===== config.mk =====
export PLATFORM = sky130hd
export DESIGN_NAME = ws2812_frame_ctrl
export DESIGN_NICKNAME = d
export VERILOG_FILES = /design/src/rtl/ws2812_pkg.sv /design/src/rtl/ws2812_bit_enc.sv /design/src/rtl/ws2812_frame_ctrl.sv
export SDC_FILE = /design/constraint.sdc
export NUM_CORES = 1
export LEC_CHECK = 0
export BUFFER_PORTS_ARGS = -buffer_cell sky130_fd_sc_hd__buf_2
export CAP_MARGIN = 20
export CORE_MARGIN = 4
export CORE_UTILIZATION = 55
export DETAILED_ROUTE_END_ITERATION = 7
export PLACE_DENSITY = 0.78
export SLEW_MARGIN = 5
export SYNTH_ARGS = -nofsm -noshare
export SYNTH_HDL_FRONTEND = slang
export SYNTH_SLANG_ARGS = --single-unit

===== constraint.sdc =====
create_clock -name sys_clk -period 4.1 [get_ports sys_clk]
set_input_delay 0.615 -clock sys_clk [delete_from_list [all_inputs] [get_ports sys_clk]]
set_output_delay 0.615 -clock sys_clk [all_outputs]
set_load 0.02 [all_outputs]

===== src/rtl/ws2812_pkg.sv =====
// ws2812_pkg: shared state type, default WS2812 timing and gesture decode helpers
package ws2812_pkg;
  typedef enum logic [1:0] {IDLE, RST, SEND, DONE} ws_state_t;
  localparam int DEF_T_BIT = 60;
  localparam int DEF_T0H = 15;
  localparam int DEF_T1H = 45;
  localparam int DEF_T_RST = 15000;
  localparam int BPP = 24;
  localparam int CYC_W = 16;
  function automatic logic ges_onehot(input logic [3:0] g);
    return g != 4'd0 && (g & (g - 4'd1)) == 4'd0;
  endfunction
  function automatic logic [3:0] ges_index(input logic [3:0] g);
    return g[3] ? 4'd3 : g[2] ? 4'd2 : g[1] ? 4'd1 : 4'd0;
  endfunction
endpackage


===== src/rtl/ws2812_bit_enc.sv =====
// ws2812_bit_enc: per-bit cycle counter and high/low encoder for one WS2812 data bit
module ws2812_bit_enc
  import ws2812_pkg::*;
#(
  parameter int T_BIT = DEF_T_BIT,
  parameter int T0H = DEF_T0H,
  parameter int T1H = DEF_T1H
) (
  input  logic sys_clk,
  input  logic sys_rst_n,
  input  logic en,
  input  logic go,
  input  logic bit_in,
  output logic dout,
  output logic bit_end
);
  localparam logic [CYC_W-1:0] LAST = CYC_W'(T_BIT - 1);
  localparam logic [CYC_W-1:0] H0 = CYC_W'(T0H);
  localparam logic [CYC_W-1:0] H1 = CYC_W'(T1H);
  logic [CYC_W-1:0] cnt_cyc, nxt_cyc;
  logic bit_q, nxt_q;
  always_comb begin
    bit_end = en && cnt_cyc == LAST;
    nxt_cyc = (en && !bit_end) ? cnt_cyc + 1'b1 : '0;
    nxt_q = (en && cnt_cyc == '0) ? bit_in : bit_q;
  end
  // dout is registered from the next-cycle counter so the pin tracks cnt_cyc without lag
  always_ff @(posedge sys_clk or negedge sys_rst_n) begin
    if (!sys_rst_n) begin
      cnt_cyc <= '0;
      bit_q <= 1'b0;
      dout <= 1'b0;
    end else begin
      cnt_cyc <= nxt_cyc;
      bit_q <= nxt_q;
      dout <= go && nxt_cyc < (nxt_q ? H1 : H0);
    end
  end
endmodule


===== src/rtl/ws2812_frame_ctrl.sv =====
// ws2812_frame_ctrl: WS2812 frame sequencer driving the data_cfg ROM counters and the LED pin.
// WS_AUTO_REFRESH_EN: when defined, DONE loops back to RST for continuous refresh.
module ws2812_frame_ctrl
  import ws2812_pkg::*;
#(
  parameter int T_BIT = DEF_T_BIT,
  parameter int T0H = DEF_T0H,
  parameter int T1H = DEF_T1H,
  parameter int T_RST = DEF_T_RST,
  parameter int N_PIXEL = 64,
  parameter int N_IMG = 3
) (
  input  logic       sys_clk,
  input  logic       sys_rst_n,
  input  logic       start,
  input  logic [3:0] ges_data,
  input  logic       bit_in,
  output logic [4:0] cnt_bit,
  output logic [6:0] cnt_pixel,
  output logic [3:0] cnt_in,
  output logic       dout,
  output logic       busy,
  output logic       frame_done
);
  localparam logic [CYC_W-1:0] RST_LAST = CYC_W'(T_RST - 1);
  localparam logic [4:0] BIT_LAST = 5'(BPP - 1);
  localparam logic [6:0] PIX_LAST = 7'(N_PIXEL - 1);
  ws_state_t state, nxt;
  logic [CYC_W-1:0] cnt_rst;
  logic bit_end, last, ges_ok, latch;
  ws2812_bit_enc #(.T_BIT(T_BIT), .T0H(T0H), .T1H(T1H)) u_enc (
    .sys_clk  (sys_clk),
    .sys_rst_n(sys_rst_n),
    .en       (state == SEND),
    .go       (nxt == SEND),
    .bit_in   (bit_in),
    .dout     (dout),
    .bit_end  (bit_end)
  );
  always_comb begin
    last = bit_end && cnt_bit == BIT_LAST && cnt_pixel == PIX_LAST;
    ges_ok = ges_onehot(ges_data) && ges_index(ges_data) < 4'(N_IMG);
    nxt = state;
    case (state)
      IDLE: if (start) nxt = RST;
      RST: if (cnt_rst == RST_LAST) nxt = SEND;
      SEND: if (last) nxt = DONE;
`ifdef WS_AUTO_REFRESH_EN
      DONE: nxt = RST;
`else
      DONE: nxt = IDLE;
`endif
      default: nxt = IDLE;
    endcase
    latch = nxt == RST && state != RST;
  end
  always_ff @(posedge sys_clk or negedge sys_rst_n) begin
    if (!sys_rst_n) begin
      state <= IDLE;
      cnt_rst <= '0;
      cnt_bit <= '0;
      cnt_pixel <= '0;
      cnt_in <= '0;
      busy <= 1'b0;
      frame_done <= 1'b0;
    end else begin
      state <= nxt;
      cnt_rst <= (state == RST) ? cnt_rst + 1'b1 : '0;
      busy <= nxt != IDLE;
      frame_done <= nxt == DONE;
      // image index is only sampled on frame entry so a frame never mixes images
      if (latch) begin
        cnt_bit <= '0;
        cnt_pixel <= '0;
        if (ges_ok) cnt_in <= ges_index(ges_data);
      end else if (bit_end) begin
        cnt_bit <= (cnt_bit == BIT_LAST) ? 5'd0 : cnt_bit + 5'd1;
        if (cnt_bit == BIT_LAST) cnt_pixel <= (cnt_pixel == PIX_LAST) ? 7'd0 : cnt_pixel + 7'd1;
      end
    end
  end
endmodule

After elaboration in Yosys (flattened, before gate mapping)
Index checks and enable logic that the tools add are counted.
Widths: inputs -> output; s select.

cells by class
  $add $sub $neg = 5
  $lt $le $gt $ge = 2
  equality and inequality tests = 11
  multiplexer cells = 18
  bitwise operators = 1
  reductions and logical operators = 19

operator list
  operator               count
  $add 16x1->16 const B  2
  $mux 16                2
  $mux 7                 4
  $eq 16x14->1 const B   1
  $eq 16x6->1 const B    1
  $logic_not 16->1       1
  $lt 16x16->1           1
  $mux 5                 3
  $mux 2                 5
  $logic_and 1x1->1      9
  $eq 2x2->1 const B     4
  $pmux 2 s4             1
  $add 7x1->7 const B    1
  $eq 7x6->1 const B     1
  $mux 6                 1
  $reduce_bool 2->1      3
  $add 5x1->5 const B    1
  $eq 5x5->1 const B     1
  $and 4x4->4            1
  $eq 2x1->1 const B     2
  $logic_not 4->1        1
  $lt 4x2->1 const B     1
  $reduce_and 2->1       2
  $reduce_bool 4->1      1
  other kinds (5)        6

storage, ports and cells
  register bits after elaboration = 54
  input bits = 8
  output and inout port bits = 19
  logic and storage cells = 66

Logic depth before layout (Yosys ltp)
  depth after elaboration = 10
  mapped depth = 8
  gate-level depth less buffers = 7

Modules after synthesis
From an unflattened synthesis, not the netlist that was laid out.

unflattened totals
  cell total of the unflattened synthesis = 296
  area total of the unflattened synthesis = 2964.1 µm²

modules (own cells, without submodules)
  module             times used  cells each  area each (µm²)  seq. area each (µm²)
  ws2812_frame_ctrl  1           173         1762.9           850.8
  ws2812_bit_enc     1           123         1201.2           450.4

Worst setup path before layout
No wires, ideal clock.

  path kind = register -> register
  start point = reg u_enc.cnt_cyc[0]
  end point = reg u_enc.dout
  library setup time = 0.087 ns
  arrival time = 1.938 ns
  data required time = 4.013 ns
  path slack = 2.076 ns
  cell stages (with the launch flop) = 9
  clock period less this slack = 2.024 ns
  cell sequence = dfrtp_1 -> ha_1 -> buf_2 -> nand3_2 -> nor3_2 -> or3_1 -> a2111oi_0 -> a31oi_1 -> a211oi_2

between the ends
  longest elaborated chain between the ends = 8

ends and longest elaborated chain
  item                                                                   RTL line              text
  from (decl)                                                            ws2812_bit_enc.sv:20  logic [CYC_W-1:0] cnt_cyc, nxt_cyc;
  from (signal assigned)                                                 ws2812_bit_enc.sv:34  cnt_cyc <= nxt_cyc;
  parallel branches: the longest is 7 deep, another holds $add 16x1->16  -
  $logic_and 1x1->1 *                                                    ws2812_bit_enc.sv:36  dout <= go && nxt_cyc < (nxt_q ? H1 : H0);
  to (signal assigned)                                                   ws2812_bit_enc.sv:36
  to (decl)                                                              ws2812_bit_enc.sv:14  output logic dout,

Every way passes the cells marked *.
A chain may end at the register's enable or synchronous reset.

Final worst setup path
  start point = reg u_enc.cnt_cyc[0]
  end point = reg u_enc.dout

RTL lines
  item                                                                   RTL line              text
  parallel branches: the longest is 4 deep, another holds $add 16x1->16  -
  $mux 16 *                                                              ws2812_bit_enc.sv:24  nxt_cyc = (en && !bit_end) ? cnt_cyc + 1'b1 : '0;
  via u_enc.nxt_cyc[4]                                                   ws2812_bit_enc.sv:20
  $lt 16x16->1 *                                                         ws2812_bit_enc.sv:36
  $logic_and 1x1->1 *                                                    ws2812_bit_enc.sv:36

Mark *: on every way through the listed nets, which the timed path passes.

==> Implementation_results.wiki <==
{| class="wikitable"
! Metric !! Value
|-
| FFs w/ async S/R, synth || 100%
|-
| Clk_lat worst skew || 0.31 ns
|-
| Max Buffers Root-to-Sink || 2
|-
| Most frequent standard cell in the layout excluding fill and tap cells || sky130_fd_sc_hd__dfrtp_1
|-
| Net count, final || 334
|-
| Synth-to-layout area growth || 9.36%
|-
| First-pass GRT wire length || 9870 µm
|-
| Startpoint types || register
|-
| Cell count after synthesis || 299
|-
| Final number of max-transition violations || 0
|-
| Slowest cell delay on critical path || 0.51 ns
|-
| Combined buffer and inverter count along the critical path || 0
|-
| Final Routed Wirelength || 5470 µm
|-
| Leakage power summed over all cells || 1.30 nW
|-
| Synth Flop Type || sky130_fd_sc_hd__dfrtp_1
|-
| Category of cells accounting for the largest share of critical-path delay || simple AND/OR/NAND/NOR gates
|-
| Vertical extent of the die || 79.8 µm
|-
| Seq cells post-synth || 52
|-
| GRT Total Usage || 19.2%
|-
| N_diodes || 0
|-
| P per Cell Area || 358 nW/µm²
|-
| WS Path Type || reg -> reg
|-
| Drt first-iter violations || 152
|-
| Overall power of the completed layout || 1.11 mW
|-
| Total number of clock tree sinks || 52
|-
| Die Area || 6360 µm²
|-
| Average routed wire per standard cell || 14.1 µm
|-
| Utilization of the core after routing || 63.9%
|-
| Total of warnings raised by yosys || 0
|-
| Netlist Area Pre-Place || 2830 µm²
|-
| Peak fanout along the critical path || 17
|-
| Post-synth EDFFs || 0
|-
| Worst min path class || in -> async
|-
| Critical path's slowest cell || sky130_fd_sc_hd__nand2_1
|-
| Worst Setup End Kind || register
|-
| Arrival time of data at the critical path endpoint || 2.65 ns
|-
| Setup repair after global routing missed its margin || no
|-
| Setup violation total in the final timing report || 0
|-
| Period utilisation layout || 58.9%
|-
| Clock tree from TritonCTS || built
|-
| Total core area || 4850 µm²
|-
| Worst-case vdd ir drop || 0.000171 V
|-
| Portion of the post-synthesis area used by sequential elements || 45.9%
|-
| Clock root cell || sky130_fd_sc_hd__clkbuf_8
|-
| Die Wd || 79.8 µm
|-
| Cell row count || 25
|-
| Share of cells above drive strength 1 || 14.6%
|-
| Highest Clock Rate || 414 MHz
|-
| Max H-tree Level || 2
|-
| Port-buffer cells || 24
|-
| Status || finished clean
|-
| Routed Antenna Nets || 0
|-
| Routed via count divided by cell count || 5.78
|-
| Commonest cells after routing, fill and taps aside || sky130_fd_sc_hd__dfrtp_1, sky130_fd_sc_hd__nor2_1, sky130_fd_sc_hd__nand2_1, sky130_fd_sc_hd__buf_2, sky130_fd_sc_hd__a21oi_1
|-
| GRT overflow || 0
|-
| CTS clock-pin slew for the worst setup and hold paths || 0.10 ns
|-
| Routed via count || 2247
|-
| Sum of net half-perimeters after detailed placement || 3880 µm
|-
| Initial Util || 58.4%
|-
| Fin Setup TNS || 0 ns
|-
| Initial antenna violation count || 0
|-
| Slew headroom || 57.3%
|-
| Number of global-route vias before repair || 2170
|-
| Pin slew with the least headroom to its limit || 0.640 ns
|-
| Count of unique library cells instantiated by Yosys || 54
|-
| Average instance area after synthesis || 9.47 µm²
|-
| Number of failing hold endpoints at the final stage || 0
|-
| CTS buffer count || 5
|-
| Number of hold buffers added after CTS || 0
|-
| Number of iterations in the first detailed-routing pass || 4
|-
| DRC violation count after routing || 0
|-
| CP required || 4.33 ns
|-
| Setup Buffers After CTS || 0
|-
| Maximum number of pins on one net before global-route repair || 53
|-
| Resized Gates After CTS || 0
|-
| Max-Cap Viols || 0
|-
| Cell-by-cell listing of the critical path || ha_1 -> and4_1 -> nand4_2 -> nand2_1 -> nor2_1 -> a211o_1 -> a211oi_2
|-
| Post-route clock skew || 0.00674 ns
|-
| Post-layout min period || 2.42 ns
|-
| Number of I/O pins || 27
|-
| Global placement routability congestion || 0.845
|-
| Hold Slack || 0.400 ns
|}
==> through the flow <==
stage | instance area, µm² | cells | setup WS, ns
after floorplan | 2840 | 300 | 2.08
after global placement | 2990 | 381 | 1.78
after detailed placement | 2990 | 381 | 1.69
after CTS | 3100 | 389 | 1.67
after global routing | 3100 | 389 | 1.54
final | 3100 | 389 | 1.68
==> flip-flops by register name (all words and copies together), names as in the netlist, 2 cells and up <==
name and count:
cnt_bit 5, cnt_pixel 7, cnt_rst 16, u_enc.cnt_cyc 16, cnt_in 2, state 2
==> synth_stat cells (2+ instances only) <==
| library cell | instances | area (µm²) |
|---|---|---|
| sky130_fd_sc_hd__nor3_1 | 10 | 50.1 |
| sky130_fd_sc_hd__nand2_1 | 26 | 97.6 |
| sky130_fd_sc_hd__o21ai_0 | 13 | 65.1 |
| sky130_fd_sc_hd__nand3_1 | 15 | 75.1 |
| sky130_fd_sc_hd__clkbuf_1 | 4 | 15.0 |
| sky130_fd_sc_hd__nand3b_1 | 3 | 22.5 |
| sky130_fd_sc_hd__buf_4 | 2 | 15.0 |
| sky130_fd_sc_hd__inv_1 | 8 | 30.0 |
| sky130_fd_sc_hd__nor3_2 | 2 | 20.0 |
| sky130_fd_sc_hd__a31oi_1 | 2 | 12.5 |
| sky130_fd_sc_hd__nand4_1 | 7 | 43.8 |
| sky130_fd_sc_hd__and4_1 | 3 | 26.3 |
| sky130_fd_sc_hd__dfrtp_1 | 52 | 1300 |
| sky130_fd_sc_hd__nor2_1 | 39 | 146 |
| sky130_fd_sc_hd__buf_2 | 4 | 20.0 |
| sky130_fd_sc_hd__a21oi_1 | 17 | 85.1 |
| sky130_fd_sc_hd__nor4_1 | 2 | 12.5 |
| sky130_fd_sc_hd__ha_1 | 5 | 62.6 |
| sky130_fd_sc_hd__nand4b_1 | 3 | 26.3 |
| sky130_fd_sc_hd__nor4_4 | 2 | 42.5 |
| sky130_fd_sc_hd__or3_1 | 10 | 62.6 |
| sky130_fd_sc_hd__nand4_2 | 3 | 37.5 |
| sky130_fd_sc_hd__xor2_1 | 13 | 114 |
| sky130_fd_sc_hd__and2_1 | 2 | 12.5 |
| sky130_fd_sc_hd__mux2i_1 | 2 | 20.0 |
| sky130_fd_sc_hd__nor2b_1 | 4 | 25.0 |
| sky130_fd_sc_hd__nand2b_1 | 3 | 18.8 |
| sky130_fd_sc_hd__xnor2_1 | 14 | 123 |
| sky130_fd_sc_hd__and3_1 | 4 | 25.0 |
==> final timing paths <==
check                                   end  slack (ns)  depth (start not counted)              from
max in group asynchronous  u_enc.cnt_cyc[7]        3.26                          2         sys_rst_n
min in group sys_clk             cnt_rst[0]        0.49                          1        cnt_rst[0]
max reg2reg                      u_enc.dout        1.68                          7  u_enc.cnt_cyc[0]
max                              u_enc.dout        1.68                          7  u_enc.cnt_cyc[0]
min                              cnt_bit[4]        0.40                          2         sys_rst_n
min reg2reg                      cnt_rst[0]        0.49                          1        cnt_rst[0]
==> cell type report <==
cell class	instances	area, µm²
fillers	387	1750
multi-input cells	229	1440
well taps	67	83.8
clock buffers	5	68.8
clock inverters	3	42.5
repair buffers	25	128
flip-flops and latches	52	1300
inverters	8	30.0
==> where the power goes <==
group / total, mW / switching [mW] / internal, mW
Sequential: 0.611 / 0.0544 / 0.557
Combinational: 0.144 / 0.0853 / 0.0586
Clock: 0.355 / 0.174 / 0.181
==> routing by layer <==
layer / track usage, % / vias up / routed length (µm)
li1: - / 1103 / -
met1: 26.0 / 1084 / 2530
met2: 32.4 / 53 / 2660
met3: 3.50 / 7 / 225
met4: 3.55 / 0 / 49
met5: 0 / - / 0
==> cell families after synthesis <==
| logic type | synth area share [%] |
|---|---|
| buffers and inverters | 3.22 |
| other | 0.132 |
| adders and majority gates | 2.21 |
| DFF | 45.9 |
| and+or+nand+nor | 28.6 |
| xor gates and xnor gates | 8.35 |
| muxes | 0.707 |
| AOI/OAI and AO/OA | 10.9 |
Power figures use the tool's default switching activity.
